===== config.mk =====
export PLATFORM = sky130hd
export DESIGN_NAME = fhn_scheduler
export DESIGN_NICKNAME = d
export VERILOG_FILES = /design/src/rtl/fhn_pkg.sv /design/src/rtl/fhn_state_mem.sv /design/src/rtl/fhn_scheduler.sv
export SDC_FILE = /design/constraint.sdc
export NUM_CORES = 1
export LEC_CHECK = 0
export BUFFER_PORTS_ARGS = -buffer_cell sky130_fd_sc_hd__buf_2
export CELL_PAD_IN_SITES_DETAIL_PLACEMENT = 0
export CELL_PAD_IN_SITES_GLOBAL_PLACEMENT = 1
export CORE_ASPECT_RATIO = 2
export CORE_MARGIN = 2
export CORE_UTILIZATION = 45
export CTS_CLUSTER_DIAMETER = 50
export DETAILED_ROUTE_END_ITERATION = 7
export PLACE_DENSITY_LB_ADDON = 0.1
export SLEW_MARGIN = 25
export SYNTH_ARGS = -nofsm -noshare
export SYNTH_HDL_FRONTEND = slang
export SYNTH_HIERARCHICAL = 1
export SYNTH_SLANG_ARGS = --single-unit

===== constraint.sdc =====
create_clock -name clk -period 4.8 [get_ports clk]
set_clock_uncertainty 0.15 [all_clocks]
set_input_delay 0.24 -clock clk [delete_from_list [all_inputs] [get_ports clk]]
set_output_delay 0.24 -clock clk [all_outputs]
set_load 0.01 [all_outputs]

===== src/rtl/fhn_pkg.sv =====
// fhn_pkg: shared fixed-point types, widths and scheduler FSM states for the FHN neuron scheduler
package fhn_pkg;
  localparam int DATA_W = 16;
  localparam int FRC_BITS = 12;
  typedef logic signed [DATA_W-1:0] fx_t;
  typedef enum logic [1:0] {IDLE, ISSUE, WAIT, WB} state_t;
endpackage


===== src/rtl/fhn_state_mem.sv =====
// fhn_state_mem: per-neuron v/w/stim register array; ports: state write (we,waddr,wv,ww), stim write (stim_we,stim_addr,stim_data), comb read (raddr->rv,rw,ri), registered read (rd_addr->rd_v,rd_w)
module fhn_state_mem import fhn_pkg::*; #(
  parameter int N = 8,
  parameter fx_t V_INIT = '0,
  parameter fx_t W_INIT = '0,
  localparam int AW = $clog2(N)
) (
  input  logic          clk,
  input  logic          rst,
  input  logic          we,
  input  logic [AW-1:0] waddr,
  input  fx_t           wv,
  input  fx_t           ww,
  input  logic          stim_we,
  input  logic [AW-1:0] stim_addr,
  input  fx_t           stim_data,
  input  logic [AW-1:0] raddr,
  output fx_t           rv,
  output fx_t           rw,
  output fx_t           ri,
  input  logic [AW-1:0] rd_addr,
  output fx_t           rd_v,
  output fx_t           rd_w
);
  fx_t v_q [N];
  fx_t w_q [N];
  fx_t i_q [N];
  assign rv = v_q[raddr];
  assign rw = w_q[raddr];
  assign ri = i_q[raddr];
  always_ff @(posedge clk) begin
    if (rst) begin
      for (int k = 0; k < N; k++) begin
        v_q[k] <= V_INIT;
        w_q[k] <= W_INIT;
        i_q[k] <= '0;
      end
      rd_v <= '0;
      rd_w <= '0;
    end else begin
      if (we) begin
        v_q[waddr] <= wv;
        w_q[waddr] <= ww;
      end
      if (stim_we) i_q[stim_addr] <= stim_data;
      rd_v <= v_q[rd_addr];
      rd_w <= w_q[rd_addr];
    end
  end
endmodule


===== src/rtl/fhn_scheduler.sv =====
// fhn_scheduler: time-multiplexes N_NEURONS FHN neurons over one external core; ports: start/busy/done/step_cnt control, stim write, rd readback, core_* operands/results, spike_valid/spike_id events
module fhn_scheduler import fhn_pkg::*; #(
  parameter int  N_NEURONS = 8,
  parameter int  CORE_LAT  = 1,
  parameter fx_t SPIKE_TH  = 16'sd2048,
  parameter fx_t V_INIT    = '0,
  parameter fx_t W_INIT    = '0,
  localparam int AW = $clog2(N_NEURONS)
) (
  input  logic          clk,
  input  logic          rst,
  input  logic          start,
  output logic          busy,
  output logic          done,
  output logic [31:0]   step_cnt,
  input  logic          stim_we,
  input  logic [AW-1:0] stim_addr,
  input  fx_t           stim_data,
  input  logic [AW-1:0] rd_addr,
  output fx_t           rd_v,
  output fx_t           rd_w,
  output fx_t           core_i,
  output fx_t           core_v,
  output fx_t           core_w,
  input  fx_t           core_v_nxt,
  input  fx_t           core_w_nxt,
  output logic          spike_valid,
  output logic [AW-1:0] spike_id
);
  state_t state;
  logic [AW-1:0] idx;
  logic [15:0] wcnt;
  fx_t mv, mw, mi, hv, hw, hi;
  fhn_state_mem #(.N(N_NEURONS), .V_INIT(V_INIT), .W_INIT(W_INIT)) u_mem (
    .clk,
    .rst,
    .we(state == WB),
    .waddr(idx),
    .wv(core_v_nxt),
    .ww(core_w_nxt),
    .stim_we,
    .stim_addr,
    .stim_data,
    .raddr(idx),
    .rv(mv),
    .rw(mw),
    .ri(mi),
    .rd_addr,
    .rd_v,
    .rd_w
  );
  assign busy = state != IDLE;
  always_comb begin
    core_v = state == IDLE ? '0 : state == ISSUE ? mv : hv;
    core_w = state == IDLE ? '0 : state == ISSUE ? mw : hw;
    core_i = state == IDLE ? '0 : state == ISSUE ? mi : hi;
    spike_valid = state == WB && hv < SPIKE_TH && core_v_nxt >= SPIKE_TH;
    spike_id = spike_valid ? idx : '0;
  end
  always_ff @(posedge clk) begin
    if (rst) begin
      state <= IDLE;
      idx <= '0;
      wcnt <= '0;
      done <= 1'b0;
      step_cnt <= '0;
      hv <= '0;
      hw <= '0;
      hi <= '0;
    end else begin
      done <= 1'b0;
      case (state)
        IDLE: if (start) begin
          state <= ISSUE;
          idx <= '0;
        end
        ISSUE: begin
          hv <= mv;
          hw <= mw;
          hi <= mi;
          wcnt <= '0;
          state <= CORE_LAT == 0 ? WB : WAIT;
        end
        WAIT: begin
          wcnt <= wcnt + 16'd1;
          if (wcnt == 16'(CORE_LAT - 1)) state <= WB;
        end
        WB: if (idx == AW'(N_NEURONS - 1)) begin
          state <= IDLE;
          idx <= '0;
          done <= 1'b1;
          step_cnt <= step_cnt + 32'd1;
        end else begin
          state <= ISSUE;
          idx <= idx + AW'(1);
        end
      endcase
    end
  end
endmodule


==> results.py <==
metrics = {
    "timing": {
        "hold_slack_ns": 0.164,
        "setup_tns_ns": 0,
        "timing_hold_violations_final": 0,
        "rsz0062_at_grt": "false",
        "fmax_ghz": 0.278,
        "slew-limit-headroom": 0.356,
        "fin_crit_sh": 0.749,
        "period_needed_ns": 3.60,
        "setup_viol": 0,
        "tightest_slew_ns": 0.966,
        "final_max_slew_viol_count": 0,
    },
    "worst_setup_path": {
        "critPathKind": "flop to output port",
        "startpoint_type": "flop",
        "crit_arrival_ns": 3.21,
        "cp-end-kind": "output port",
        "r2r_start": "idx[1]",
        "ff2ff_path_depth": 7,
        "cp_max_fo": 50,
        "r2r_slack_ns": 1.90,
        "crit_path_start": "idx[1]",
        "r2r_end": "step_cnt[26]",
        "cp.required_ns": 4.41,
        "crit_path_end": "core_v[11]",
    },
    "drt": {
        "drtAntennaViolNets": 0,
        "first_pass_iters": 5,
        "vias_per_cell": 5.57,
        "routedWlPerCell_um": 25.1,
        "num_vias": 14600,
        "drc": 0,
        "drt-initial-drc-count": 786,
        "routed_wl_mm": 65.9,
    },
    "grt": {
        "grt_max_degree": 53,
        "grt_pass1_vias": 15500,
        "grt_overflow_total": 0,
        "antenna_found_initial": 2,
        "grt_pass1_wl_mm": 98.1,
        "gr-usage-all-layers": 0.236,
    },
    "layout": {
        "regArea_um2": 14200,
        "finalNetCount": 1973,
        "final_util": 0.519,
        "drive_above_1_share": 0.275,
        "multi_input_area_um2": 9740,
        "instances_no_fill": 2623,
        "n_fill_cell": 4681,
        "area_growth_pct": 14.7,
    },
    "clocking": {
        "cts_buffer_depth": 3,
        "clk_latency_ns": 0.59,
        "clockRootBuffer": "clkbuf_16",
        "clock_sinks": 518,
        "cts_buffers": 49,
        "cts_tree": "built",
        "cts_resized": 0,
        "cts.htree.levels": 2,
        "post-cts-setup-buffer-count": 0,
        "path_clk_slew_ns": 0.06,
    },
    "synthesis": {
        "yosys_warnings": 6,
        "synthesis.area_um2": 24500,
        "yosys.area.top_type_share": 0.470,
        "synth_edf_count": 384,
        "synthesis.instances": 1698,
        "yosysMostFrequentCell": "and2_1",
        "yosys.area.top_type": "edfxtp_1",
        "async_flop_share": 0,
        "synth-main-ff-cell": "edfxtp_1",
        "netlist_top_cells_area": "edfxtp_1 (47%), mux4_2 (14%), dfxtp_1 (11%)",
        "synth.avg_cell_area_um2": 14.4,
        "yosysSeqAreaShare": 0.580,
        "synth_common_cells": "and2_1 (387), edfxtp_1 (384), nor2_1 (185), mux4_2 (148), dfxtp_1 (134)",
        "synth_cell_type_count": 54,
        "ys_seq_elements": 518,
        "synth_nets": 1765,
    },
    "floorplanning": {
        "num_rows": 121,
        "die_x_um": 169,
        "start_util": 0.452,
        "ioPinCount": 176,
        "dieArea_um2": 56500,
        "core_area_um2": 54200,
        "die_y_um": 334,
    },
    "placed_design": {
        "port_buffers": 175,
        "place_inst": 2481,
        "dpl.hpwl_mm": 40.6,
        "gp_congestion": 0.764,
    },
    "min_path": {
        "holdPathStages": 3,
        "hold_path_class": "input pin to flop",
    },
    "run_status": {
        "outcome": "complete, no violations",
    },
    "job": {
        "maxCapViolCount": 0,
    },
    "pwr": {
        "p_leak_nw": 10.6,
        "total_power_mw": 10.5,
        "vdd_drop_max_v": 0.000311,
        "p_per_area_nw_per_um2": 375,
    },
}
==> how the worst min path moves through the flow <==
stage            startpoint               to  slack (ns)
2_1_floorplan  stim_data[0]  u_mem/i_q[0][0]        0.29
3_3_place_gp   step_cnt[31]     step_cnt[31]        0.31
3_5_place_dp   step_cnt[31]     step_cnt[31]        0.32
4_1_cts          rd_addr[2]    u_mem/rd_w[0]        0.15
5_1_grt          rd_addr[1]    u_mem/rd_v[6]        0.18
6_report         rd_addr[1]    u_mem/rd_w[0]        0.16
==> metal layers <==
| metal | up-vias | track usage | share of wire |
|---|---|---|---|
| met3 | 101 | 0.0303 | 0.045 |
| met2 | 400 | 0.460 | 0.56 |
| met1 | 7470 | 0.263 | 0.37 |
| met4 | 2 | 0.0716 | 0.028 |
| met5 | - | 0 | 0.00020 |
| li1 | 6635 | - | - |
==> through the flow <==
stage,area (µm²),worst slack [ns]
floorplan,24500,2.32
global placement,26100,1.75
detailed placement,26100,1.74
CTS,28100,1.11
global route,28100,0.977
finish,28100,1.20
==> worst max-delay path: stages (launching register included) <==
cell and delay, ns:
dfxtp_4 0.88, buf_4 0.53, mux4_2 0.38, mux2_4 0.28, mux2i_1 0.24, nor2_1 0.08
buf_2 0.18
==> cells in the final DEF, fill, tap and decap left out, types with 14 or more instances in the layout <==
| cell | Yosys | routed |
|---|---|---|
| and2_1 | 387 | 387 |
| edfxtp_1 | 384 | 384 |
| nor2_1 | 185 | 179 |
| buf_2 | 29 | 172 |
| mux4_2 | 148 | 148 |
| dfxtp_1 | 134 | 131 |
| mux2i_1 | 83 | 83 |
| clkbuf_16 | 0 | 51 |
| dlygate4sd3_1 | 0 | 50 |
| buf_4 | 6 | 41 |
| mux2_4 | 40 | 40 |
| nand2_1 | 21 | 21 |
| xor2_1 | 21 | 21 |
| xnor2_1 | 18 | 18 |
| or2_2 | 15 | 16 |
| clkinv_2 | 0 | 14 |
==> sequential cells by signal (all words and copies together), names as in the netlist, 32 cells and up <==
register,flops
u_mem/v_q,128
u_mem/i_q,128
u_mem/w_q,128
step_cnt,32
==> where the power goes <==
part	switching [mW]	internal [mW]	total (mW)	leakage, nW
Sequential	0.118	5.07	5.18	4.96
Clock	1.71	2.02	3.73	0.760
Combinational	0.961	0.654	1.61	4.83
Total	2.79	7.74	10.5	10.6
==> area by class of cell <==
cell class | count | share of cell area
flip-flops and latches | 518 | 0.506
multi-input cells | 1061 | 0.347
repair buffers | 267 | 0.0622
clock buffers | 67 | 0.0489
well taps | 676 | 0.0301
clock inverters | 24 | 0.00512
inverters | 9 | 0.00120
diodes | 1 | 0.0000890
==> repair_timing <==
| item | CTS | global route |
|---|---|---|
| hold buffers | 50 | 0 |
| endpoints found under the setup margin | 0 | 0 |
| hold endpoints to repair | 386 | 0 |
==> cell families after synthesis <==
logic type	share of synthesized area
flops	0.580
mux	0.211
compound gates	0.00510
buf+inv	0.0249
xor+xnor	0.0139
fa+ha+maj	0.00459
simple gates	0.161
No activity file was read; power rests on OpenSTA's default activity.
